## config.mk

```make
export PLATFORM = sky130hd
export DESIGN_NAME = uart_frame_ctrl_flat
export DESIGN_NICKNAME = d
export VERILOG_FILES = /design/src/rtl/uart_frame_ctrl_if.sv /design/src/rtl/uart_frame_ctrl.sv /design/src/flat_wrapper.sv
export SDC_FILE = /design/constraint.sdc
export NUM_CORES = 1
export LEC_CHECK = 0
export BUFFER_PORTS_ARGS = -buffer_cell sky130_fd_sc_hd__buf_4
export CAP_MARGIN = 20
export CORE_MARGIN = 4
export CORE_UTILIZATION = 50
export DETAILED_ROUTE_END_ITERATION = 7
export HOLD_SLACK_MARGIN = 0.03
export PLACE_DENSITY = 0.68
export SLEW_MARGIN = 0
export SYNTH_ARGS = -nofsm -noshare
export SYNTH_HDL_FRONTEND = slang
export SYNTH_SLANG_ARGS = --single-unit
```

## constraint.sdc

```tcl
create_clock -name clk -period 4.39 [get_ports clk]
set_input_delay 0.878 -clock clk [delete_from_list [all_inputs] [get_ports clk]]
set_output_delay 0.878 -clock clk [all_outputs]
set_load 0.005 [all_outputs]
```

## src/rtl/uart_frame_ctrl_if.sv

```systemverilog
// ----------------------------------------------------------------------------
// uart_frame_ctrl_if
//
// Signal bundle between the UART frame controller and its surroundings.
//   Inputs to the controller : tick, byte_data, byte_valid, frame_ack, rd_addr
//   Outputs from controller  : rd_data, frame_valid, frame_len, busy,
//                              crc_err, len_err, timeout_err, drop_cnt
//
// Modports:
//   master - the side that feeds bytes and consumes frames (receiver + command
//            logic, or a testbench)
//   slave  - the frame controller itself
// ----------------------------------------------------------------------------
interface uart_frame_ctrl_if #(
  parameter int AW = 4
);

  // byte stream from the receiver
  logic          tick;
  logic [7:0]    byte_data;
  logic          byte_valid;

  // frame hand-off to the command logic
  logic          frame_ack;
  logic [AW-1:0] rd_addr;
  logic [7:0]    rd_data;
  logic          frame_valid;
  logic [7:0]    frame_len;

  // status and error reporting
  logic          busy;
  logic          crc_err;
  logic          len_err;
  logic          timeout_err;
  logic [7:0]    drop_cnt;

  modport master (
    output tick, byte_data, byte_valid, frame_ack, rd_addr,
    input  rd_data, frame_valid, frame_len, busy,
           crc_err, len_err, timeout_err, drop_cnt
  );

  modport slave (
    input  tick, byte_data, byte_valid, frame_ack, rd_addr,
    output rd_data, frame_valid, frame_len, busy,
           crc_err, len_err, timeout_err, drop_cnt
  );

endinterface

```

## src/rtl/uart_frame_ctrl.sv

```systemverilog
// ----------------------------------------------------------------------------
// uart_frame_ctrl
//
// Frame-level parser sitting behind the UART byte receiver. Packets have the
// form SYNC, LEN, payload[LEN], CSUM where CSUM is the XOR of LEN and every
// payload byte. An accepted payload is held in an internal buffer until the
// consumer acknowledges it; bytes arriving while a frame is held are dropped
// and counted.
//
// Ports:
//   clk            system clock
//   rst            asynchronous, active-high reset
//   bus (slave)    uart_frame_ctrl_if:
//     tick         one-cycle bit-rate strobe, drives the inter-byte timeout
//     byte_data    received byte, qualified by byte_valid
//     byte_valid   one-cycle strobe from the receiver
//     frame_ack    consumer releases the held frame
//     rd_addr      payload buffer read address
//     rd_data      buffer[rd_addr], registered (1-cycle latency)
//     frame_valid  a complete, checked frame is held
//     frame_len    payload length of the current / held frame
//     busy         parser is not idle
//     crc_err      1-cycle pulse, checksum mismatch
//     len_err      1-cycle pulse, LEN == 0 or LEN > MAX_LEN
//     timeout_err  1-cycle pulse, inter-byte timeout inside a frame
//     drop_cnt     bytes dropped while a frame was held, saturating at 255
// ----------------------------------------------------------------------------
module uart_frame_ctrl #(
  parameter logic [7:0] SYNC_BYTE     = 8'hA5,
  parameter int         MAX_LEN       = 16,
  parameter int         AW            = 4,
  parameter int         TIMEOUT_TICKS = 30
) (
  input logic              clk,
  input logic              rst,
  uart_frame_ctrl_if.slave bus
);

  localparam int         TW        = $clog2(TIMEOUT_TICKS + 1);
  localparam int         DEPTH     = 1 << AW;
  localparam logic [7:0] MAX_LEN_B = 8'(MAX_LEN);
  localparam logic [TW-1:0] TO_LAST = TW'(TIMEOUT_TICKS - 1);

  localparam logic [2:0] ST_IDLE    = 3'd0;
  localparam logic [2:0] ST_LEN     = 3'd1;
  localparam logic [2:0] ST_PAYLOAD = 3'd2;
  localparam logic [2:0] ST_CSUM    = 3'd3;
  localparam logic [2:0] ST_HOLD    = 3'd4;

  logic [2:0]    state;
  logic [7:0]    cnt;          // payload bytes received so far
  logic [7:0]    csum;         // running XOR of LEN and payload
  logic [TW-1:0] to_cnt;       // ticks since the last byte inside a frame
  logic [7:0]    frame_len_q;
  logic          frame_valid_q;
  logic          crc_err_q;
  logic          len_err_q;
  logic          timeout_err_q;
  logic [7:0]    drop_cnt_q;
  logic [7:0]    rd_data_q;

  logic [7:0]    mem [DEPTH];

  logic in_frame;
  logic to_expire;
  logic wr_en;

  // The timeout only runs between SYNC and CSUM.
  assign in_frame = (state == ST_LEN) || (state == ST_PAYLOAD) || (state == ST_CSUM);

  // A byte in the same cycle as the expiring tick wins, so the expiry is
  // qualified with !byte_valid.
  assign to_expire = in_frame && !bus.byte_valid && bus.tick && (to_cnt == TO_LAST);

  assign wr_en = (state == ST_PAYLOAD) && bus.byte_valid;

  // NOTE: the payload buffer has no reset; its contents are only meaningful
  // below frame_len, and leaving it out of reset lets it map onto plain RAM.
  always_ff @(posedge clk) begin
    if (wr_en) begin
      mem[cnt[AW-1:0]] <= bus.byte_data;
    end
  end

  // NOTE: every register in this block is assigned with <= so that all of them
  // see the pre-edge values of each other, independent of statement order.
  always_ff @(posedge clk or posedge rst) begin
    if (rst) begin
      state         <= ST_IDLE;
      cnt           <= '0;
      csum          <= '0;
      to_cnt        <= '0;
      frame_len_q   <= '0;
      frame_valid_q <= 1'b0;
      crc_err_q     <= 1'b0;
      len_err_q     <= 1'b0;
      timeout_err_q <= 1'b0;
      drop_cnt_q    <= '0;
      rd_data_q     <= '0;
    end else begin
      // Error outputs are single-cycle pulses.
      crc_err_q     <= 1'b0;
      len_err_q     <= 1'b0;
      timeout_err_q <= 1'b0;

      rd_data_q <= mem[bus.rd_addr];

      // Inter-byte timer: held at zero outside a frame, cleared by any byte.
      if (!in_frame || bus.byte_valid || to_expire) begin
        to_cnt <= '0;
      end else if (bus.tick) begin
        to_cnt <= to_cnt + TW'(1);
      end

      if (to_expire) begin
        timeout_err_q <= 1'b1;
        state         <= ST_IDLE;
      end else begin
        case (state)
          ST_IDLE: begin
            // Anything other than SYNC is line noise and ignored silently.
            if (bus.byte_valid && (bus.byte_data == SYNC_BYTE)) begin
              state <= ST_LEN;
            end
          end

          ST_LEN: begin
            if (bus.byte_valid) begin
              if ((bus.byte_data == 8'd0) || (bus.byte_data > MAX_LEN_B)) begin
                len_err_q <= 1'b1;
                state     <= ST_IDLE;
              end else begin
                frame_len_q <= bus.byte_data;
                csum        <= bus.byte_data;
                cnt         <= '0;
                state       <= ST_PAYLOAD;
              end
            end
          end

          ST_PAYLOAD: begin
            // SYNC_BYTE is ordinary data here; there is no resync.
            if (bus.byte_valid) begin
              csum <= csum ^ bus.byte_data;
              cnt  <= cnt + 8'd1;
              if (cnt == frame_len_q - 8'd1) begin
                state <= ST_CSUM;
              end
            end
          end

          ST_CSUM: begin
            if (bus.byte_valid) begin
              if (bus.byte_data == csum) begin
                frame_valid_q <= 1'b1;
                state         <= ST_HOLD;
              end else begin
                crc_err_q <= 1'b1;
                state     <= ST_IDLE;
              end
            end
          end

          ST_HOLD: begin
            // Buffer and length stay frozen; incoming bytes are only counted,
            // including one that lands in the ack cycle.
            if (bus.byte_valid && (drop_cnt_q != 8'hFF)) begin
              drop_cnt_q <= drop_cnt_q + 8'd1;
            end
            if (bus.frame_ack) begin
              frame_valid_q <= 1'b0;
              state         <= ST_IDLE;
            end
          end

          default: begin
            state <= ST_IDLE;
          end
        endcase
      end
    end
  end

  assign bus.rd_data     = rd_data_q;
  assign bus.frame_valid = frame_valid_q;
  assign bus.frame_len   = frame_len_q;
  assign bus.busy        = (state != ST_IDLE);
  assign bus.crc_err     = crc_err_q;
  assign bus.len_err     = len_err_q;
  assign bus.timeout_err = timeout_err_q;
  assign bus.drop_cnt    = drop_cnt_q;

endmodule

```

## src/flat_wrapper.sv

```systemverilog
// flat-port wrapper written by rule: the top's interface ports become plain ports
module uart_frame_ctrl_flat 
#(
  parameter logic [7:0] SYNC_BYTE     = 8'hA5,
  parameter int         MAX_LEN       = 16,
  parameter int         AW            = 4,
  parameter int         TIMEOUT_TICKS = 30
)
  (clk, rst, bus_tick, bus_byte_data, bus_byte_valid, bus_frame_ack, bus_rd_addr, bus_rd_data, bus_frame_valid, bus_frame_len, bus_busy, bus_crc_err, bus_len_err, bus_timeout_err, bus_drop_cnt);
  uart_frame_ctrl_if #(.AW(AW)) bus_i ();
  input logic clk;
  input logic rst;
  input wire logic [$bits(bus_i.tick)-1:0] bus_tick;
  input wire logic [$bits(bus_i.byte_data)-1:0] bus_byte_data;
  input wire logic [$bits(bus_i.byte_valid)-1:0] bus_byte_valid;
  input wire logic [$bits(bus_i.frame_ack)-1:0] bus_frame_ack;
  input wire logic [$bits(bus_i.rd_addr)-1:0] bus_rd_addr;
  output wire logic [$bits(bus_i.rd_data)-1:0] bus_rd_data;
  output wire logic [$bits(bus_i.frame_valid)-1:0] bus_frame_valid;
  output wire logic [$bits(bus_i.frame_len)-1:0] bus_frame_len;
  output wire logic [$bits(bus_i.busy)-1:0] bus_busy;
  output wire logic [$bits(bus_i.crc_err)-1:0] bus_crc_err;
  output wire logic [$bits(bus_i.len_err)-1:0] bus_len_err;
  output wire logic [$bits(bus_i.timeout_err)-1:0] bus_timeout_err;
  output wire logic [$bits(bus_i.drop_cnt)-1:0] bus_drop_cnt;
  assign bus_i.tick = bus_tick;
  assign bus_i.byte_data = bus_byte_data;
  assign bus_i.byte_valid = bus_byte_valid;
  assign bus_i.frame_ack = bus_frame_ack;
  assign bus_i.rd_addr = bus_rd_addr;
  assign bus_rd_data = bus_i.rd_data;
  assign bus_frame_valid = bus_i.frame_valid;
  assign bus_frame_len = bus_i.frame_len;
  assign bus_busy = bus_i.busy;
  assign bus_crc_err = bus_i.crc_err;
  assign bus_len_err = bus_i.len_err;
  assign bus_timeout_err = bus_i.timeout_err;
  assign bus_drop_cnt = bus_i.drop_cnt;
  uart_frame_ctrl #(.SYNC_BYTE(SYNC_BYTE), .MAX_LEN(MAX_LEN), .AW(AW), .TIMEOUT_TICKS(TIMEOUT_TICKS)) u_core (.clk(clk), .rst(rst), .bus(bus_i));
endmodule
```

# Word level (Yosys, flattened, before mapping)
# Memory sizes are Yosys's and may differ from the RTL's. A register that Yosys moved wholly into a read port is not among the register bits.
# Cells that the tools add are included.
[totals]
reg_bits = 44
mem_bits_rw = 128
inputBits = 17
out_inout_bits = 29
wordCells = 99
mem_count = 1
[memory_table]
columns = ["name", "depth", "word_bits", "rd", "rd_clocked_by_memory_dff", "write_ports", "line_no", "source"]
rows = [
  ["u_core.mem", 16, 8, 1, 1, 1, "uart_frame_ctrl.sv:62", "logic [7:0] mem [DEPTH];"],
]
[op_classes]
addsub = 4
order_cmp = 1
eq_ne = 21
n_mux = 35
bitwise_logic = 3
reduce_logical = 24
[ops]
columns = ["operator", "n"]
rows = [
  ["$mux 8", 6],
  ["$pmux 8 s2", 2],
  ["$mux 3", 8],
  ["$add 8x1->8 const B", 2],
  ["$eq 8x8->1", 2],
  ["$ne 3x2->1 const B", 5],
  ["$pmux 3 s5", 1],
  ["$mux 1", 14],
  ["$ne 2x2->1 const B", 6],
  ["$mux 5", 2],
  ["$reduce_and 5->1", 2],
  ["$eq 8x8->1 const B", 1],
  ["$gt 8x5->1 const B", 1],
  ["$logic_not 8->1", 1],
  ["$ne 8x8->1 const B", 1],
  ["$sub 8x1->8 const B", 1],
  ["$xor 8x8->8", 1],
  ["$eq 3x2->1 const B", 2],
  ["$logic_and 1x1->1", 6],
  ["$reduce_and 6->1", 1],
  ["$reduce_bool 2->1", 3],
  ["$add 5x1->5 const B", 1],
  ["$eq 5x5->1 const B", 1],
  ["$logic_or 1x1->1", 5],
  ["other kinds (11)", 13],
]

# Longest topological paths before layout
# Gate-level depths: netlist of run 1.
[logic_depth]
depth_word = 8
depth_mapped = 7
mapped_depth_nobuf = 7

# Least setup slack after synthesis of run 1
# No wires, ideal clock.
[synth_timing]
path_kind = "input to register"
from = "input port bus_rd_addr[0]"
to = "register u_core.rd_data_q[0] (netlist: u_core.bus.rd_data[0]), read port of u_core.mem"
t_arrival_ns = 2.192
t_required_ns = 4.252
path_slack_ns = 2.060
stages = 4
path_buffers = 2
path_cell_list = "buf_2 -> buf_4 -> mux4_2 -> mux4_2"
[synth_lines]
columns = ["item", "line_no", "source"]
rows = [
  ["start: declaration", "flat_wrapper.sv:17", "input wire logic [$bits(bus_i.rd_addr)-1:0] bus_rd_addr;"],
  ["end: declaration", "uart_frame_ctrl.sv:60", "logic [7:0] rd_data_q;"],
]

# Worst setup path after layout of run 1
[layout_timing]
from = "register u_core.state[0]"
to = "memory u_core.mem[10][3] (enable)"
[layout_via]
elab_chain_len = 4
[layout_lines]
columns = ["item", "line_no", "source"]
rows = [
  ["start: declaration", "uart_frame_ctrl.sv:50", "logic [2:0] state;"],
  ["start signal: assignment", "uart_frame_ctrl.sv:89", "state <= ST_IDLE;"],
  ["start signal: assignment", "uart_frame_ctrl.sv:117", "state <= ST_IDLE;"],
  ["start signal: assignment", "uart_frame_ctrl.sv:123", "state <= ST_LEN;"],
  ["$eq 3x2->1", "uart_frame_ctrl.sv:75", "assign wr_en = (state == ST_PAYLOAD) && bus.byte_valid;"],
  ["$logic_and 1x1->1", "uart_frame_ctrl.sv:75", ""],
  ["$mux 1", "uart_frame_ctrl.sv:80", "if (wr_en) begin"],
  ["$mux 1 (not written as such)", "uart_frame_ctrl.sv:81", "mem[cnt[AW-1:0]] <= bus.byte_data;"],
  ["end: declaration", "uart_frame_ctrl.sv:62", ""],
]
# No other way between the ends.

==> results.cfg, run 1 <==
[global_routing]
grt_start_max_net_pins = 53
grt_pass1_vias = 4357
antenna_found_initial = 0
wire_length_of_the_first_global_routing_pass_um = 24700
grt_usage_pct = 19.9
grt-ovfl-total = 0

[power]
p_int_w = 0.00288
net_switching_fraction_of_the_power_pct = 20.7
share_clk_of_total_power_pct = 42.6
relative_contribution_of_sequential_cells_to_total_power_pct = 51.5
leakage_nw = 3.23
vdd.ir_drop.worst_uv = 292
power_density_nw_per_um2 = 413
comb_power_share_pct = 5.9
p_switching_w = 0.000751

[synthesis]
postSynthAreaPerCell_um2 = 15.9
synthFlopType = sky130_fd_sc_hd__edfxtp_1
asyncSetResetFlopFracSynth_pct = 28.9
syn_nets = 500
synthCells = 475
yosys_warnings = 0
syn-cell-area_um2 = 7570
ys_types = 43
synth-edff-count = 128
synth_sequential_area_ratio_pct = 67.9
ys_seq_elements = 180

[floorplan]
core_region_area_um2 = 14700
die_width_um = 131
top_level_ports = 46
dieArea_um2 = 17200
die_h_um = 131
rows = 44
initial_core_util_pct = 51.5

[worst_setup_path]
worst-path-buf-inv = 1
critPathCaptureType = flip-flop
critPathRequiredTime_ns = 4.44
timing.reg2reg.setup_slack_ns = 1.63
timing.setup.critical_path_class = flip-flop to flip-flop
critical_path.most_common_cell = sky130_fd_sc_hd__nor2_1
max_stage_delay_ns = 0.67
worst_setup_path_start_kind = flip-flop
crit_path_cell_trace = nand2b_1 > nor2_1 > buf_4 > nand3b_1 > nor2_1
worstReg2RegStart = u_core.state[0]
reg2reg_depth = 5
cpLargestDelayFamily = simple AND/OR/NAND/NOR gates
crit-reg2reg-capture = u_core.mem[10][3]
cp_slowest_cell = sky130_fd_sc_hd__nor2_1
cp_max_fo = 13
critPathArrivalTime_ns = 2.81

[final_layout]
area.growth.synth_to_final_pct = 16.0
post_route_cells_drive_above_1_share_pct = 25.8
final_area_um2 = 8780
finalNetCount = 558
antenna_cells = 0

[worst_hold_path]
worstHoldStart = u_core.bus.drop_cnt[6]
worst_hold_path.endpoint = u_core.bus.drop_cnt[6]
hp-class = flip-flop to flip-flop
whs_path_depth = 1

[sta]
hold_viol = 0
report.final.setup_viol = 0
fmax_mhz = 362
setup_tns_ns = 0
pin_slew_with_the_least_headroom_to_its_limit_ns = 1.12
grt_setup_unrepaired = no
period_utilization_post_route_pct = 62.9
report.final.slew_viol_count = 0
fin_worst_skew_ns = 0.00694
timing.final.crit_period_ns = 2.76
max_slew_margin_pct = 25.2

[clock_tree]
cts_made_buffers = 17
cts_hold_buffers = 0
cts.root.buffer_cell = sky130_fd_sc_hd__clkbuf_16
tritoncts = yes
clock_sink_count = 180
cts.clk_slew.worst_paths_ns = 0.06
cts_setup_buffers = 0
source_to_sink_clock_delay_at_the_later_pin_of_the_worst_skew_pair_ns = 0.43
cts_max_level = 4
post_cts_resized = 0
clk_path_buf_depth = 2

[route]
routed-via-count = 4367
routedWlPerCell_um = 21.8
drt-vias-per-instance = 5.98
pre_antenna_drt_iters = 5
detail-route-antenna-nets = 0
drt_iter0_markers = 344
route.final.wire_length_um = 15900
remaining_drc_errors = 0

[placed_design]
routabilityCongestion = 0.799
numPortBuffers = 45
placement.cell_area_um2 = 8150
hpwlAfterDp_um = 9840

[flow_run]
maxCapViolCount = 0

[status]
status = finished clean
==> layer usage <==
metal  track usage (%)  wire [um]
met5                 0          0
met4              6.84        371
met3              5.35        833
met2              30.9       7670
met1              27.6       7060
==> cell usage after synthesis, types with 2 or more instances <==
library cell	count	share of area (%)
sky130_fd_sc_hd__nor3_1	5	0.33
sky130_fd_sc_hd__o22ai_1	2	0.17
sky130_fd_sc_hd__and4_1	2	0.23
sky130_fd_sc_hd__nand2_1	23	1.1
sky130_fd_sc_hd__nand3b_1	5	0.50
sky130_fd_sc_hd__nand2b_1	3	0.25
sky130_fd_sc_hd__and2_1	3	0.25
sky130_fd_sc_hd__nand3_1	17	1.1
sky130_fd_sc_hd__inv_1	11	0.55
sky130_fd_sc_hd__edfxtp_1	128	51
sky130_fd_sc_hd__xnor2_1	20	2.3
sky130_fd_sc_hd__a211oi_1	3	0.30
sky130_fd_sc_hd__or3_1	5	0.41
sky130_fd_sc_hd__mux4_2	40	12
sky130_fd_sc_hd__nand4_1	8	0.66
sky130_fd_sc_hd__buf_1	5	0.25
sky130_fd_sc_hd__xor2_1	11	1.3
sky130_fd_sc_hd__clkbuf_1	9	0.45
sky130_fd_sc_hd__buf_4	4	0.40
sky130_fd_sc_hd__nor2_1	37	1.8
sky130_fd_sc_hd__nor2b_1	5	0.41
sky130_fd_sc_hd__dfrtp_1	52	17
sky130_fd_sc_hd__buf_2	3	0.20
sky130_fd_sc_hd__nor4_1	3	0.25
sky130_fd_sc_hd__a21oi_1	14	0.93
sky130_fd_sc_hd__a31oi_1	12	0.99
sky130_fd_sc_hd__o21ai_0	15	0.99
sky130_fd_sc_hd__and3_1	3	0.25
sky130_fd_sc_hd__ha_1	8	1.3
sky130_fd_sc_hd__mux2_2	6	0.89
==> placed cells by master (no fill, tap or decap), types with 8 or more instances in the layout <==
master | netlist | routed
sky130_fd_sc_hd__xor2_1 | 11 | 11
sky130_fd_sc_hd__nand3_1 | 17 | 17
sky130_fd_sc_hd__a31oi_1 | 12 | 12
sky130_fd_sc_hd__buf_4 | 4 | 60
sky130_fd_sc_hd__dfrtp_1 | 52 | 52
sky130_fd_sc_hd__nand2_1 | 23 | 23
sky130_fd_sc_hd__edfxtp_1 | 128 | 128
sky130_fd_sc_hd__a21oi_1 | 14 | 14
sky130_fd_sc_hd__o21ai_0 | 15 | 15
sky130_fd_sc_hd__xnor2_1 | 20 | 20
sky130_fd_sc_hd__inv_1 | 11 | 10
sky130_fd_sc_hd__nor2_1 | 37 | 37
sky130_fd_sc_hd__ha_1 | 8 | 8
sky130_fd_sc_hd__mux4_2 | 40 | 40
sky130_fd_sc_hd__nand4_1 | 8 | 8
sky130_fd_sc_hd__clkbuf_16 | 0 | 21
==> layout make-up <==
| type | instances | area [um^2] |
|---|---|---|
| clock buffers | 29 | 599 |
| clock inverters | 3 | 23.8 |
| fillers | 1102 | 5910 |
| inverters | 11 | 41.3 |
| multi-input cells | 263 | 2290 |
| flip-flops and latches | 180 | 5140 |
| well taps | 184 | 230 |
| repair buffers | 60 | 450 |
==> through the flow <==
stage | utilization (%) | total power (W) | worst slack, ns | hold slack [ns] | cells
final | 59.8 | 0.00363 | 1.63 | 0.502 | 730
after global routing | 59.8 | 0.00374 | 1.35 | 0.531 | 730
after CTS | 59.7 | 0.00365 | 1.62 | 0.508 | 729
after detailed placement | 55.5 | 0.00212 | 1.28 | 0.494 | 697
after global placement | 55.5 | 0.00211 | 1.31 | 0.480 | 697
after floorplan | - | 0.00203 | 2.06 | 0.484 | 475
==> kinds of logic after synthesis <==
| group | Yosys count | share of synthesized area [%] |
|---|---|---|
| flip-flops | 180 | 67.9 |
| AO/OA/AOI/OAI | 53 | 4.18 |
| AND/OR/NAND/NOR | 125 | 8.36 |
| XOR/XNOR | 31 | 3.58 |
| buffers and inverters | 32 | 1.83 |
| multiplexers | 46 | 12.8 |
| adder cells (fa/ha/maj) | 8 | 1.32 |
==> registers in the layout (all words and copies together), names as in the netlist <==
signal	cells
u_core.bus.crc_err	1
u_core.to_cnt	5
u_core.cnt	8
u_core.mem	128
u_core.bus.drop_cnt	8
u_core.bus.timeout_err	1
u_core.bus.rd_data	8
u_core.bus.len_err	1
u_core.bus.frame_valid	1
u_core.state	3
u_core.bus.frame_len	8
u_core.csum	8
==> how the worst max path moves through the flow <==
stage                      from                     to  slack, ns  depth (start not counted)
5_1_grt         u_core.state[0]      u_core.mem[11][3]       1.35                          5
3_5_place_dp   bus_byte_data[3]          u_core.cnt[2]       1.28                          6
4_1_cts         u_core.state[0]      u_core.mem[11][3]       1.62                          5
3_3_place_gp   bus_byte_data[3]          u_core.cnt[3]       1.31                          6
2_1_floorplan    bus_rd_addr[0]  u_core.bus.rd_data[0]       2.06                          4
6_report        u_core.state[0]      u_core.mem[10][3]       1.63                          5
==> power by group through the flow <==
stage / clock [W] / sequential (W) / combinational [W]
floorplan: 0 / 0.00190 / 0.000132
global placement: 0 / 0.00190 / 0.000210
detailed placement: 0 / 0.00190 / 0.000215
CTS: 0.00157 / 0.00187 / 0.000217
global route: 0.00164 / 0.00187 / 0.000236
finish: 0.00155 / 0.00187 / 0.000213
Power figures use the tool's default switching activity.
==> run 2: changes to the inputs <==
--- a/config.mk
+++ b/config.mk
@@ -11,7 +11,7 @@
 export CORE_UTILIZATION = 50
 export DETAILED_ROUTE_END_ITERATION = 7
 export HOLD_SLACK_MARGIN = 0.03
-export PLACE_DENSITY = 0.68
+export PLACE_DENSITY = 0.7
 export SLEW_MARGIN = 0
 export SYNTH_ARGS = -nofsm -noshare
 export SYNTH_HDL_FRONTEND = slang
==> constraint.sdc (replaced) <==
create_clock -name clk -period 2.5 [get_ports clk]
set_input_delay 0.5 -clock clk [delete_from_list [all_inputs] [get_ports clk]]
set_output_delay 0.5 -clock clk [all_outputs]
set_load 0.005 [all_outputs]
==> results.cfg, run 2 (synthesis results as in run 1) <==
[final_layout]
largest_register_ff_count = 128
commonest_non_fill_non_tap_cell_in_the_layout = sky130_fd_sc_hd__edfxtp_1
antenna_cells = 0
final_cell_mix = sky130_fd_sc_hd__edfxtp_1, sky130_fd_sc_hd__buf_4, sky130_fd_sc_hd__dfrtp_1
area.growth.synth_to_final_pct = 17.0
post_route_cells_drive_above_1_share_pct = 27.5
finalNetCount = 573

[floorplan]
die_h_um = 131
top_level_ports = 46
die_width_um = 131
initial_core_util_pct = 51.5
dieArea_um2 = 17200
rows = 44
core_region_area_um2 = 14700

[power]
vdd.ir_drop.worst_uv = 467
p_switching_w = 0.00137
net_switching_fraction_of_the_power_pct = 21.8
power_density_nw_per_um2 = 708
comb_power_share_pct = 6.2
power_w = 0.00628
relative_contribution_of_sequential_cells_to_total_power_pct = 52.2
share_clk_of_total_power_pct = 41.6
p_int_w = 0.00491
leakage_nw = 3.27

[sta]
max_slew_margin_pct = 60.4
hold_viol = 0
timing.hold.ws_ns = 0.141
period_utilization_post_route_pct = 80.4
pin_slew_with_the_least_headroom_to_its_limit_ns = 0.594
grt_setup_unrepaired = no
fmax_mhz = 497
setup_tns_ns = 0
fin_worst_skew_ns = 0.00838
timing.final.crit_period_ns = 2.01
report.final.slew_viol_count = 0
report.final.setup_viol = 0

[route]
detail-route-antenna-nets = 0
routedWlPerCell_um = 22.1
drt_iter0_markers = 294
route.final.wire_length_um = 16400
remaining_drc_errors = 0
routed-via-count = 4381
pre_antenna_drt_iters = 4
drt-vias-per-instance = 5.88

[clock_tree]
tritoncts = yes
cts_made_buffers = 17
cts.clk_slew.worst_paths_ns = 0.07
cts_hold_buffers = 0
clk_path_buf_depth = 2
cts.root.buffer_cell = sky130_fd_sc_hd__clkbuf_16
post_cts_resized = 0
clock_sink_count = 180
source_to_sink_clock_delay_at_the_later_pin_of_the_worst_skew_pair_ns = 0.43
cts_setup_buffers = 0
cts_max_level = 4

[worst_setup_path]
critPathCaptureType = primary output
timing.setup.critical_path_class = flip-flop to primary output
max_stage_delay_ns = 0.54
crit_path_cell_trace = or3_1 > buf_4
critPathRequiredTime_ns = 2.00
worst_setup_path_start_kind = flip-flop
critPathArrivalTime_ns = 1.51
cp_max_fo = 14
cp_slowest_cell = sky130_fd_sc_hd__dfrtp_1
timing.reg2reg.setup_slack_ns = 0.59

[worst_hold_path]
hp-class = input pin to async pin

[global_routing]
wire_length_of_the_first_global_routing_pass_um = 25400
grt_pass1_vias = 4419
grt-ovfl-total = 0
grt_start_max_net_pins = 33
grt_usage_pct = 20.8
antenna_found_initial = 0

[placed_design]
hpwlAfterDp_um = 10600
routabilityCongestion = 0.839
numPortBuffers = 45

[status]
status = finished clean

[flow_run]
maxCapViolCount = 0
[run 2: area by class of cell]
type / instances / area (um^2)
fill: 1105 / 5840
sequential: 180 / 5140
multi-input combinational: 263 / 2290
timing repair buffer: 75 / 576
clock buffer: 19 / 433
tap: 184 / 230
clock inverter: 13 / 146
inverter: 11 / 41.3
[run 2: worst max-delay path: cells and delay by family (launching register included)]
kind / cells / cell delay (ns)
flops: 1 / 0.54
buf+inv: 1 / 0.15
simple gates: 1 / 0.40
[run 2: stage by stage]
step | area (um^2) | cells | util (%) | setup slack, ns
after floorplan | 7570 | 475 | - | 0.365
after global placement | 8280 | 713 | 56.3 | 0.369
after CTS | 8860 | 745 | 60.3 | 0.484
final | 8860 | 745 | 60.3 | 0.490
after detailed placement | 8280 | 713 | 56.3 | 0.312
after global routing | 8860 | 745 | 60.3 | 0.391
[run 2: final timing paths]
check                                         from                      to  cells past startpoint
max in group asynchronous                      rst          u_core.csum[6]                      3
setup reg to reg           u_core.bus.frame_len[0]         u_core.state[0]                      6
setup / recovery                   u_core.state[2]                bus_busy                      2
hold / removal                                 rst   u_core.bus.rd_data[1]                      2
hold reg to reg             u_core.bus.drop_cnt[7]  u_core.bus.drop_cnt[7]                      1
min in group clk                     bus_frame_ack         u_core.state[2]                      2
[run 2: power by group through the flow]
stage	logic [W]	clock network (W)	registers, W
3_5_place_dp	0.000394	0	0.00334
2_1_floorplan	0.000231	0	0.00333
4_1_cts	0.000396	0.00265	0.00328
6_report	0.000389	0.00261	0.00328
5_1_grt	0.000429	0.00280	0.00328
3_3_place_gp	0.000383	0	0.00334
[run 2: routing by layer]
| layer | vias up | wire [um] | global-route usage, % |
|---|---|---|---|
| met5 | - | 0 | 0 |
| met4 | 0 | 269 | 6.53 |
| met3 | 21 | 1080 | 4.21 |
| met2 | 167 | 8380 | 34.7 |
| met1 | 2211 | 6710 | 27.7 |
| li1 | 1982 | - | - |
==> run 3: changes to the inputs <==
--- a/config.mk
+++ b/config.mk
@@ -5,13 +5,14 @@
 export SDC_FILE = /design/constraint.sdc
 export NUM_CORES = 1
 export LEC_CHECK = 0
+export ABC_AREA = 1
 export BUFFER_PORTS_ARGS = -buffer_cell sky130_fd_sc_hd__buf_4
 export CAP_MARGIN = 20
 export CORE_MARGIN = 4
 export CORE_UTILIZATION = 50
 export DETAILED_ROUTE_END_ITERATION = 7
 export HOLD_SLACK_MARGIN = 0.03
-export PLACE_DENSITY = 0.7
+export PLACE_DENSITY = 0.67
 export SLEW_MARGIN = 0
 export SYNTH_ARGS = -nofsm -noshare
 export SYNTH_HDL_FRONTEND = slang
==> constraint.sdc (replaced) <==
create_clock -name clk -period 2.1 [get_ports clk]
set_input_delay 0.42 -clock clk [delete_from_list [all_inputs] [get_ports clk]]
set_output_delay 0.42 -clock clk [all_outputs]
set_load 0.005 [all_outputs]
==> results.cfg, run 3 <==
[final_layout]
final_area_um2 = 9320
multiInputGateArea_um2 = 2430
sequential_cell_area_um2 = 5150
commonest_non_fill_non_tap_cell_in_the_layout = sky130_fd_sc_hd__edfxtp_1
antenna_cells = 0
area.growth.synth_to_final_pct = 16.4
post_route_cells_drive_above_1_share_pct = 15.3
finalNetCount = 805
final_cell_mix = sky130_fd_sc_hd__edfxtp_1, sky130_fd_sc_hd__nand2_1, sky130_fd_sc_hd__inv_1
largest_register_ff_count = 128
number_of_filler_instances_in_the_final_layout = 1315

[clock_tree]
post_cts_resized = 0
cts_made_buffers = 17
cts.clk_slew.worst_paths_ns = 0.06
clock_sink_count = 180
cts_setup_buffers = 0
tritoncts = yes
cts.root.buffer_cell = sky130_fd_sc_hd__clkbuf_16
clk_path_buf_depth = 2
cts_hold_buffers = 0
source_to_sink_clock_delay_at_the_later_pin_of_the_worst_skew_pair_ns = 0.42
cts_max_level = 4

[floorplan]
core_region_area_um2 = 15800
die_width_um = 135
initial_core_util_pct = 50.8
die_h_um = 135
top_level_ports = 46
dieArea_um2 = 18100
rows = 46

[global_routing]
antenna_found_initial = 0
grt_usage_pct = 20.1
grt_pass1_vias = 5268
wire_length_of_the_first_global_routing_pass_um = 27900
grt_start_max_net_pins = 53
grt-ovfl-total = 0

[synthesis]
synthCells = 713
ys_types = 40
yosysMostFrequentCell = sky130_fd_sc_hd__edfxtp_1
netlist.top_cell.by_area = sky130_fd_sc_hd__edfxtp_1
yosys_warnings = 0
post-synth-top-area-fraction_pct = 48.0
synth-edff-count = 128
syn-cell-area_um2 = 8010
synthFlopType = sky130_fd_sc_hd__edfxtp_1
netlist_top_cells_count = sky130_fd_sc_hd__edfxtp_1, sky130_fd_sc_hd__nand2_1, sky130_fd_sc_hd__inv_1, sky130_fd_sc_hd__o21ai_0, sky130_fd_sc_hd__dfrtp_1
ys_seq_elements = 180
asyncSetResetFlopFracSynth_pct = 28.9
postSynthAreaPerCell_um2 = 11.2
synth.area.top_cells = sky130_fd_sc_hd__edfxtp_1, sky130_fd_sc_hd__dfrtp_1, sky130_fd_sc_hd__nand2_1
synth_sequential_area_ratio_pct = 64.2
syn_nets = 738

[sta]
timing.hold.ws_ns = 0.0446
grt_setup_unrepaired = no
hold_viol = 0
setup_tns_ns = 0
pin_slew_with_the_least_headroom_to_its_limit_ns = 0.445
fin_worst_skew_ns = 0.00721
max_slew_margin_pct = 70.3
timing.final.crit_period_ns = 1.84
report.final.slew_viol_count = 0
fmax_mhz = 544
report.final.setup_viol = 0
period_utilization_post_route_pct = 87.5

[route]
drt-vias-per-instance = 5.23
pre_antenna_drt_iters = 4
routedWlPerCell_um = 17.2
remaining_drc_errors = 0
route.final.wire_length_um = 17300
drt_iter0_markers = 279
routed-via-count = 5274
detail-route-antenna-nets = 0

[worst_setup_path]
critPathCaptureType = flip-flop
critPathArrivalTime_ns = 2.18
critPathRequiredTime_ns = 2.44
timing.reg2reg.setup_slack_ns = 0.26
timing.setup.critical_path_class = flip-flop to flip-flop
cp_max_fo = 5
worst_setup_path_start_kind = flip-flop

[power]
leakage_nw = 3.87
power_w = 0.00944
vdd.ir_drop.worst_uv = 723
power_density_nw_per_um2 = 1010

[placed_design]
routabilityCongestion = 0.898
placement.cell_area_um2 = 8760
hpwlAfterDp_um = 11600
numPortBuffers = 45

[worst_hold_path]
hp-class = input pin to async pin

[flow_run]
maxCapViolCount = 0

[status]
status = finished clean
[run 3: cell count changes in the layout (fill, tap and decap cells not counted), sizes merged, moves of 7 or more]
cell and delta:
xnor2 -12, nand2 +94, nand3 +12, mux4 -40
a21oi +23, mux2i +32, a31oi -12, inv +64
clkbuf +7, nor2 +13, o21ai +51, o211ai +34
xor2 +8
[run 3: layout make-up]
| class | count | area share, % |
|---|---|---|
| inverter | 81 | 3.29 |
| tap | 216 | 2.90 |
| timing repair buffer | 75 | 6.58 |
| sequential | 180 | 55.2 |
| multi-input combinational | 425 | 26.0 |
| clock buffer | 26 | 5.14 |
| clock inverter | 6 | 0.846 |
[run 3: path summary, 6_finish.rpt]
check	end	cells past startpoint	start
setup / recovery	u_core.state[1]	12	u_core.bus.frame_len[0]
hold / removal	u_core.to_cnt[3]	3	rst
setup reg to reg	u_core.state[1]	12	u_core.bus.frame_len[0]
hold reg to reg	u_core.to_cnt[4]	1	u_core.to_cnt[4]
max in group asynchronous	u_core.bus.frame_len[0]	3	rst
min in group clk	u_core.state[2]	3	bus_frame_ack
[run 3: through the flow]
| stage | instances | utilization, % | setup slack, ns |
|---|---|---|---|
| after floorplan | 713 | - | 0.413 |
| after global placement | 977 | 55.6 | 0.301 |
| after detailed placement | 977 | 55.6 | 0.217 |
| after CTS | 1009 | 59.1 | 0.222 |
| after global routing | 1009 | 59.1 | 0.0123 |
| final | 1009 | 59.1 | 0.263 |
[run 3: kinds of logic after synthesis]
| group | count (synthesis) | share of synthesized area, % |
|---|---|---|
| AO/OA/AOI/OAI | 142 | 10.2 |
| XOR/XNOR | 27 | 2.95 |
| AND/OR/NAND/NOR | 215 | 11.8 |
| flip-flops | 180 | 64.2 |
| buffers and inverters | 108 | 5.48 |
| adder cells (fa/ha/maj) | 8 | 1.25 |
| multiplexers | 33 | 4.14 |
[run 3: report_power, final]
group	switching, W	internal, W
registers	0.000266	0.00413
logic	0.00127	0.000750
clock network	0.00122	0.00181
[run 3: critical path, cell delays in order (launching register included)]
cell and delay [ns]:
sky130_fd_sc_hd__dfrtp_2 0.44, sky130_fd_sc_hd__inv_1 0.12, sky130_fd_sc_hd__ha_1 0.23, sky130_fd_sc_hd__nand2_1 0.09, sky130_fd_sc_hd__inv_1 0.07, sky130_fd_sc_hd__nand3_1 0.09, sky130_fd_sc_hd__nand3b_1 0.11, sky130_fd_sc_hd__nand2_1 0.06
sky130_fd_sc_hd__nor2_1 0.10, sky130_fd_sc_hd__nand2_1 0.09, sky130_fd_sc_hd__nand2_1 0.11, sky130_fd_sc_hd__nand2_1 0.07, sky130_fd_sc_hd__a21oi_1 0.17
[run 3: per-layer routing]
metal / share of wire (%) / wire length, um / up-vias / track usage [%]
li1: - / - / 2600 / -
met5: 0 / 0 / - / 0
met2: 48 / 8340 / 114 / 32.8
met3: 3.8 / 656 / 20 / 4.36
met1: 46 / 8050 / 2540 / 27.5
met4: 1.7 / 290 / 0 / 5.66
